File: src/rtl/dac_serial_pkg.sv
// Shared constants, format/state encodings and frame-word packing for the
// DAC serial multiplexer.
package dac_serial_pkg;

  localparam int WORD_W = 16;
  localparam int DATA_W = 12;

  typedef enum logic [1:0] {
    FMT_DAC7311  = 2'd0,
    FMT_AD5449_A = 2'd1,
    FMT_AD5449_B = 2'd2,
    FMT_PWRDN    = 2'd3
  } fmt_e;

  localparam logic [3:0] PFX_AD5449_A = 4'h1;
  localparam logic [3:0] PFX_AD5449_B = 4'h4;
  localparam logic [1:0] PFX_PWRDN    = 2'b11;

  typedef enum logic [2:0] {
    ST_IDLE,
    ST_SETUP,
    ST_SHIFT,
    ST_HOLD,
    ST_GAP
  } state_e;

  typedef struct packed {
    fmt_e               fmt;
    logic [DATA_W-1:0]  data;
  } slot_t;

  // Channel index width; a single-channel build still needs a 1-bit select.
  function automatic int ch_width(input int n);
    return (n > 1) ? $clog2(n) : 1;
  endfunction

  function automatic logic [WORD_W-1:0] frame_word(input fmt_e fmt,
                                                   input logic [DATA_W-1:0] data);
    logic [WORD_W-1:0] w;
    case (fmt)
      FMT_DAC7311:  w = {2'b00, data, 2'b00};
      FMT_AD5449_A: w = {PFX_AD5449_A, data};
      FMT_AD5449_B: w = {PFX_AD5449_B, data};
      default:      w = {PFX_PWRDN, 14'h0};
    endcase
    return w;
  endfunction

endpackage

File: src/rtl/dac_serial_mux_if.sv
// Host write port of the DAC serial multiplexer: one strobe carries a
// channel, a 12-bit code and a frame format.
interface dac_serial_mux_if #(parameter int N_CH = 4);
  import dac_serial_pkg::*;

  localparam int CH_W = ch_width(N_CH);

  logic              wr_strobe;
  logic [CH_W-1:0]   wr_ch;
  logic [DATA_W-1:0] wr_data;
  fmt_e              wr_format;

  modport master (output wr_strobe, wr_ch, wr_data, wr_format);
  modport slave  (input  wr_strobe, wr_ch, wr_data, wr_format);

endinterface

File: src/rtl/dac_shift_core.sv
// Frame engine: SETUP/SHIFT/HOLD/GAP sequencing, sclk divider and the
// MSB-first 16-bit shifter.
module dac_shift_core
  import dac_serial_pkg::*;
#(
  parameter int CLK_DIV = 1,
  parameter int GAP_CYC = 2
) (
  input  logic              clk,
  input  logic              reset,
  input  logic              start,
  input  logic [WORD_W-1:0] word,
  output logic              ready,
  output logic              frame_end,
  output logic              busy,
  output logic              sclk,
  output logic              sdata
);

  state_e            state, state_nxt;
  logic [7:0]        div_cnt, div_nxt;
  logic [4:0]        hp_cnt, hp_nxt;
  logic [WORD_W-1:0] shreg, shreg_nxt;
  logic              sclk_nxt, sdata_nxt;
  logic              div_last, gap_last;

  assign div_last  = (div_cnt == 8'(CLK_DIV - 1));
  assign gap_last  = (div_cnt == 8'(GAP_CYC - 1));
  // Back-to-back frames go straight from the last GAP cycle into SETUP, so
  // sync_n stays high for exactly GAP_CYC cycles between frames.
  assign ready     = (state == ST_IDLE) || ((state == ST_GAP) && gap_last);
  assign frame_end = (state == ST_HOLD) && div_last;
  assign busy      = (state != ST_IDLE);

  // NOTE: every next-state variable gets a default before the case so this
  // block cannot infer a latch; blocking '=' here, '<=' only in always_ff.
  always_comb begin
    state_nxt = state;
    div_nxt   = div_cnt + 8'd1;
    hp_nxt    = hp_cnt;
    shreg_nxt = shreg;
    sclk_nxt  = sclk;
    sdata_nxt = sdata;
    case (state)
      ST_IDLE: begin
        div_nxt = '0;
        if (start) begin
          state_nxt = ST_SETUP;
          shreg_nxt = word;
        end
      end
      ST_SETUP: begin
        if (div_last) begin
          state_nxt = ST_SHIFT;
          div_nxt   = '0;
          hp_nxt    = '0;
          sclk_nxt  = 1'b1;
          sdata_nxt = shreg[WORD_W-1];
          shreg_nxt = {shreg[WORD_W-2:0], 1'b0};
        end
      end
      ST_SHIFT: begin
        if (div_last) begin
          div_nxt = '0;
          if (hp_cnt == 5'd31) begin
            state_nxt = ST_HOLD;
            sclk_nxt  = 1'b0;
            sdata_nxt = 1'b0;
          end else begin
            hp_nxt   = hp_cnt + 5'd1;
            sclk_nxt = ~sclk;
            // Data moves only on the rising edge; the DAC samples on the fall.
            if (!sclk) begin
              sdata_nxt = shreg[WORD_W-1];
              shreg_nxt = {shreg[WORD_W-2:0], 1'b0};
            end
          end
        end
      end
      ST_HOLD: begin
        if (div_last) begin
          state_nxt = ST_GAP;
          div_nxt   = '0;
        end
      end
      ST_GAP: begin
        if (gap_last) begin
          div_nxt = '0;
          if (start) begin
            state_nxt = ST_SETUP;
            shreg_nxt = word;
          end else begin
            state_nxt = ST_IDLE;
          end
        end
      end
      default: state_nxt = ST_IDLE;
    endcase
  end

  always_ff @(posedge clk or negedge reset) begin
    if (!reset) begin
      state   <= ST_IDLE;
      div_cnt <= '0;
      hp_cnt  <= '0;
      shreg   <= '0;
      sclk    <= 1'b0;
      sdata   <= 1'b0;
    end else begin
      state   <= state_nxt;
      div_cnt <= div_nxt;
      hp_cnt  <= hp_nxt;
      shreg   <= shreg_nxt;
      sclk    <= sclk_nxt;
      sdata   <= sdata_nxt;
    end
  end

endmodule

File: src/rtl/dac_serial_mux.sv
// Multi-channel DAC serializer: per-channel pending store, round-robin
// arbiter and sync_n decode around the shared frame engine.
module dac_serial_mux
  import dac_serial_pkg::*;
#(
  parameter int N_CH    = 4,
  parameter int CLK_DIV = 1,
  parameter int GAP_CYC = 2
) (
  input  logic                clk,
  input  logic                reset,
  dac_serial_mux_if.slave     bus,
  output logic                sclk,
  output logic                sdata,
  output logic [N_CH-1:0]     sync_n,
  output logic [N_CH-1:0]     pending,
  output logic                busy,
  output logic                overrun
);

  localparam int CH_W = ch_width(N_CH);

  logic [N_CH-1:0]   valid;
  slot_t             slot_q [N_CH];
  logic [CH_W-1:0]   last_served, grant, cand;
  logic              found, start, ready, frame_end, wr_hit;
  logic [WORD_W-1:0] start_word;

  assign wr_hit     = bus.wr_strobe && (int'(bus.wr_ch) < N_CH);
  assign start      = ready && (|valid);
  assign start_word = frame_word(slot_q[grant].fmt, slot_q[grant].data);
  assign pending    = valid;

  // Round-robin: first valid channel after last_served, wrapping.
  always_comb begin
    grant = last_served;
    found = 1'b0;
    cand  = '0;
    for (int i = 1; i <= N_CH; i++) begin
      cand = CH_W'((int'(last_served) + i) % N_CH);
      if (!found && valid[cand]) begin
        found = 1'b1;
        grant = cand;
      end
    end
  end

  always_ff @(posedge clk or negedge reset) begin
    if (!reset) begin
      valid       <= '0;
      last_served <= CH_W'(N_CH - 1);
      overrun     <= 1'b0;
      sync_n      <= '1;
    end else begin
      overrun <= wr_hit && valid[bus.wr_ch] && !(start && (grant == bus.wr_ch));
      if (start) begin
        valid[grant] <= 1'b0;
        last_served  <= grant;
        sync_n       <= ~(N_CH'(1) << grant);
      end else if (frame_end) begin
        sync_n <= '1;
      end
      // A write landing with its own channel's dispatch re-arms valid: the
      // later assignment wins, and the old value has already been latched.
      if (wr_hit) valid[bus.wr_ch] <= 1'b1;
    end
  end

  // NOTE: the slot storage has no reset; nothing reads a slot unless its
  // valid bit is set, and valid is cleared by reset.
  always_ff @(posedge clk) begin
    if (wr_hit) slot_q[bus.wr_ch] <= '{fmt: bus.wr_format, data: bus.wr_data};
  end

  dac_shift_core #(
    .CLK_DIV (CLK_DIV),
    .GAP_CYC (GAP_CYC)
  ) u_core (
    .clk       (clk),
    .reset     (reset),
    .start     (start),
    .word      (start_word),
    .ready     (ready),
    .frame_end (frame_end),
    .busy      (busy),
    .sclk      (sclk),
    .sdata     (sdata)
  );

endmodule

File: src/flat_wrapper.sv
// flat-port wrapper written by rule: the top's interface ports become plain ports
module dac_serial_mux_flat import dac_serial_pkg::*;
#(
  parameter int N_CH    = 4,
  parameter int CLK_DIV = 1,
  parameter int GAP_CYC = 2
)
  (clk, reset, sclk, sdata, sync_n, pending, busy, overrun, bus_wr_strobe, bus_wr_ch, bus_wr_data, bus_wr_format);
  dac_serial_mux_if #(.N_CH(N_CH)) bus_i ();
  input  logic clk;
  input  logic reset;
  output logic sclk;
  output logic sdata;
  output logic [N_CH-1:0] sync_n;
  output logic [N_CH-1:0] pending;
  output logic busy;
  output logic overrun;
  input wire logic [$bits(bus_i.wr_strobe)-1:0] bus_wr_strobe;
  input wire logic [$bits(bus_i.wr_ch)-1:0] bus_wr_ch;
  input wire logic [$bits(bus_i.wr_data)-1:0] bus_wr_data;
  input wire logic [$bits(bus_i.wr_format)-1:0] bus_wr_format;
  assign bus_i.wr_strobe = bus_wr_strobe;
  assign bus_i.wr_ch = bus_wr_ch;
  assign bus_i.wr_data = bus_wr_data;
  assign bus_i.wr_format = bus_wr_format;
  dac_serial_mux #(.N_CH(N_CH), .CLK_DIV(CLK_DIV), .GAP_CYC(GAP_CYC)) u_core (.clk(clk), .reset(reset), .bus(bus_i), .sclk(sclk), .sdata(sdata), .sync_n(sync_n), .pending(pending), .busy(busy), .overrun(overrun));
endmodule
File: config.mk
export PLATFORM = sky130hd
export DESIGN_NAME = dac_serial_mux_flat
export DESIGN_NICKNAME = d
export VERILOG_FILES = /design/src/rtl/dac_serial_pkg.sv /design/src/rtl/dac_serial_mux_if.sv /design/src/rtl/dac_shift_core.sv /design/src/rtl/dac_serial_mux.sv /design/src/flat_wrapper.sv
export SDC_FILE = /design/constraint.sdc
export NUM_CORES = 1
export LEC_CHECK = 0
export ABC_AREA = 1
export CORE_MARGIN = 4
export CORE_UTILIZATION = 35
export DETAILED_ROUTE_END_ITERATION = 12
export GPL_ROUTABILITY_DRIVEN = 0
export GPL_TIMING_DRIVEN = 0
export PLACE_DENSITY = 0.52
export SLEW_MARGIN = 20
export SYNTH_ARGS = -nofsm -noshare
export SYNTH_HDL_FRONTEND = slang
export SYNTH_HIERARCHICAL = 1
export SYNTH_SLANG_ARGS = --single-unit
File: constraint.sdc
create_clock -name clk -period 2.46 [get_ports clk]
set_clock_uncertainty 0.1 [all_clocks]
set_input_delay 0.369 -clock clk [delete_from_list [all_inputs] [get_ports clk]]
set_output_delay 0.369 -clock clk [all_outputs]
set_load 0.02 [all_outputs]
==> load_flow_metrics.sql <==
INSERT INTO impl_metrics (metric_group, metric, value, unit) VALUES
('critical_path', 'critical-path-top-delay-family', 'simple AND/OR/NAND/NOR gates', ''),
('power', 'total_leakage_power', '3.372', 'nW'),
('critical_path', 'timing.critical_path.mode_cell', 'sky130_fd_sc_hd__nand2_1', ''),
('routing', 'routed-wl-met3', '391', 'um'),
('cts', 'tritoncts_sink_count', '101', ''),
('synthesis', 'yosysWarningCount', '6', ''),
('routing', 'detail-route-antenna-nets', '0', ''),
('finish', 'drive_above_1_share', '0.2550', ''),
('synthesis', 'cell_types_occupying_the_most_area_after_synthesis', 'sky130_fd_sc_hd__edfxtp_1, sky130_fd_sc_hd__dfrtp_1, sky130_fd_sc_hd__nand2_1', ''),
('placed_design', 'hpwlAfterDp', '8929', 'um'),
('power', 'power_per_cell_area', '509.8', 'mW/mm^2'),
('grt', 'grt_start_max_net_pins', '27', ''),
('synthesis', 'synthesis.nets', '684', ''),
('critical_path', 'timing.reg2reg.setup_slack', '-0.05', 'ns'),
('grt', 'antenna_found_initial', '0', ''),
('routing', 'detailroute.wirelength.met2', '6186', 'um'),
('cts', 'cts-buffers-inserted', '9', ''),
('critical_path', 'critical_path_required', '2.60', 'ns'),
('critical_path', 'worst_path_largest_cell_delay', '0.57', 'ns'),
('cts', 'cell_at_the_root_of_the_clock_tree', 'sky130_fd_sc_hd__clkbuf_16', ''),
('critical_path', 'setup.worst_path.class', 'reg -> reg', ''),
('synthesis', 'netlist_area', '0.005525', 'mm^2'),
('sta', 'final_number_of_max_transition_violations', '0', ''),
('placed_design', 'pre_cts_slack', '-0.1722', 'ns'),
('synthesis', 'syn-mean-instance-area', '8.372', 'um^2'),
('worst_hold_path', 'hold_path_depth', '2', ''),
('synthesis', 'async_reset_ff_frac', '0.4455', ''),
('sta', 'fmax', '398.8', 'MHz'),
('worst_hold_path', 'timing.hold.worst_endpoint', 'u_core/u_core/shreg[13]$_DFFE_PN0P_', ''),
('cts', 'cts-htree-levels', '3', ''),
('sta', 'rsz0062_at_grt', 'yes', ''),
('critical_path', 'crit_path_top_delay_cell', 'sky130_fd_sc_hd__dfstp_2', ''),
('critical_path', 'worst-path-buf-inv', '4', ''),
('outcome', 'result_of_the_run', 'finished, violations left', ''),
('routing', 'viasPerCell', '4.527', ''),
('critical_path', 'r2r_end', 'u_core/u_core/shreg[2]$_DFFE_PN0P_', ''),
('critical_path', 'worstSetupStartpointType', 'flop', ''),
('routing', 'initialDrtViolationCount', '198', ''),
('critical_path', 'r2r-start', 'u_core/last_served[0]$_DFFE_PN1P_', ''),
('synthesis', 'synth-edff-count', '56', ''),
('critical_path', 'worst-r2r-cell-count', '18', ''),
('floorplanning', 'floorplan.rows', '45', ''),
('critical_path', 'worstSetupEndpointType', 'flop', ''),
('routing', 'post_drt_wl_per_cell', '13.22', 'um'),
('grt', 'gr-total-overflow', '0', ''),
('floorplanning', 'io-pin-count', '31', ''),
('outcome', 'violations_in_the_final_reports', 'setup timing', ''),
('critical_path', 'arrival', '2.65', 'ns'),
('sta', 'setup_violations', '10', ''),
('finish', 'fin_nets', '764', ''),
('sta', 'hold-worst-slack', '0.3757', 'ns'),
('synthesis', 'number_of_library_cell_types_mapped_by_synthesis', '35', ''),
('cts', 'tritoncts', 'built', ''),
('floorplanning', 'die_height', '133.6', 'um'),
('routing', 'wirelength', '12640', 'um'),
('finish', 'num-fill-cells', '1502', ''),
('routing', 'drc', '0', ''),
('grt', 'grt_usage', '0.1454', ''),
('critical_path', 'critical_path.cell_chain', 'buf_8, nand2_1, nand3_1, nand2_2, o21ai_1, nand3_2, nand2_4, buf_8, buf_4, nand2_1, nand2_2, inv_1, nand3_1, nand2_1, nand2_1, nand2_1, nand2_1, nand2_1', ''),
('sta', 'finalCriticalPeriod', '2.508', 'ns'),
('sta', 'post_route_worst_setup_slack', '-0.04763', 'ns'),
('sta', 'sum_of_negative_setup_slack', '-0.3090', 'ns'),
('synthesis', 'synth.yosys.seq_area_share', '0.5095', ''),
('floorplanning', 'die-area', '0.01786', 'mm^2'),
('synthesis', 'synth.most_common_cell', 'sky130_fd_sc_hd__nand2_1', ''),
('critical_path', 'critical_path.max_fanout', '7', ''),
('sta', 'headroom_to_the_max_slew_limit', '0.6229', ''),
('routing', 'routedLengthMet1', '5871', 'um'),
('synthesis', 'synth-seq-cells', '101', ''),
('floorplanning', 'fp.dieW', '133.6', 'um'),
('synthesis', 'post-synth-top-area-fraction', '0.3043', '');
-- cell usage in the layout, fill, tap and decap left out, drive strengths merged, types with 6 or more instances in the layout --
cell type / instances
nand2: 298
inv: 83
edfxtp: 56
buf: 56
nand3: 52
nor2: 47
dfrtp: 39
clkdlybuf4s50: 29
o21ai: 24
clkbuf: 12
nand3b: 11
dfstp: 6
-- tightest hold or removal path: cells and delay by family, from the launching register on --
| kind | cells | cell delay [ns] |
|---|---|---|
| flops | 1 | 0.35 |
| simple gates | 2 | 0.10 |
-- metrics by stage --
step / util / cell area (um^2)
after floorplan: - / 5525
after global placement: 0.3976 / 6090
after detailed placement: 0.4027 / 6167
after CTS: 0.4307 / 6596
after global routing: 0.4607 / 7056
final: 0.4607 / 7056
-- state kept, by name (all words and copies together) (netlist names) --
register / flops
u_core/u_core/hp_cnt: 5
u_core/slot_q: 56
u_core/u_core/div_cnt: 8
u_core/u_core/sdata: 1
u_core/sync_n: 4
u_core/u_core/sclk: 1
u_core/u_core/shreg: 16
u_core/overrun: 1
u_core/u_core/state: 3
u_core/pending: 4
u_core/last_served: 2
-- report_power, final --
| group | switching [mW] | internal [mW] | total [mW] |
|---|---|---|---|
| combinational | 0.143 | 0.105 | 0.248 |
| clock | 0.658 | 0.813 | 1.47 |
| sequential | 0.0223 | 1.86 | 1.88 |
| total | 0.823 | 2.77 | 3.60 |
-- cells by family (layout without fill, tap and decap cells) --
kind of cell,Yosys count,in the layout,synth area share
simple gates,413,413,0.3483
flops,101,101,0.5095
xor+xnor,6,6,0.009511
buf+inv,99,184,0.08514
compound gates,36,36,0.03623
fa+ha+maj,5,5,0.01132
-- what timing repair did --
action	4_1_cts	5_1_grt
setup buffers	7	24
resized for setup	16	64
pin swaps	2	32
setup endpoints to repair	14	18
cloned	0	2
hold buffers	1	0
hold endpoints to repair	19	0
-- metal layers --
layer	global-route usage	vias to the layer above
met3	0.03588	14
met5	0	-
met2	0.2393	53
met1	0.1847	2018
li1	-	2243
met4	0.05657	0
-- area by class of cell --
type / instances / area (um^2) / area share
well taps: 211 / 264.0 / 0.03742
plain buffers: 20 / 239.0 / 0.03387
inverters: 79 / 311.5 / 0.04416
clock inverters: 7 / 86.33 / 0.01224
flip-flops and latches: 101 / 2815 / 0.3990
clock buffers: 9 / 225.2 / 0.03192
multi-input cells: 460 / 2425 / 0.3437
repair buffers: 69 / 689.4 / 0.09771
-- worst max path at each step --
| stage | slack [ns] | startpoint | depth (start not counted) | to |
|---|---|---|---|---|
| 6_report | -0.05 | u_core/last_served[0]$_DFFE_PN1P_ | 18 | u_core/u_core/shreg[2]$_DFFE_PN0P_ |
| 5_1_grt | -0.19 | u_core/last_served[0]$_DFFE_PN1P_ | 21 | u_core/u_core/shreg[9]$_DFFE_PN0P_ |
| 4_1_cts | -0.02 | u_core/last_served[1]$_DFFE_PN1P_ | 22 | u_core/u_core/shreg[4]$_DFFE_PN0P_ |
| 3_5_place_dp | -0.17 | u_core/last_served[1]$_DFFE_PN1P_ | 21 | u_core/u_core/shreg[4]$_DFFE_PN0P_ |
| 3_3_place_gp | -0.39 | bus_wr_ch[0] | 5 | u_core/slot_q[1][1]$_DFFE_PP_ |
| 2_1_floorplan | 0.19 | u_core/last_served[1]$_DFFE_PN1P_ | 22 | u_core/u_core/shreg[3]$_DFFE_PN0P_ |
Note: power is estimated with default switching activity, not from simulation.
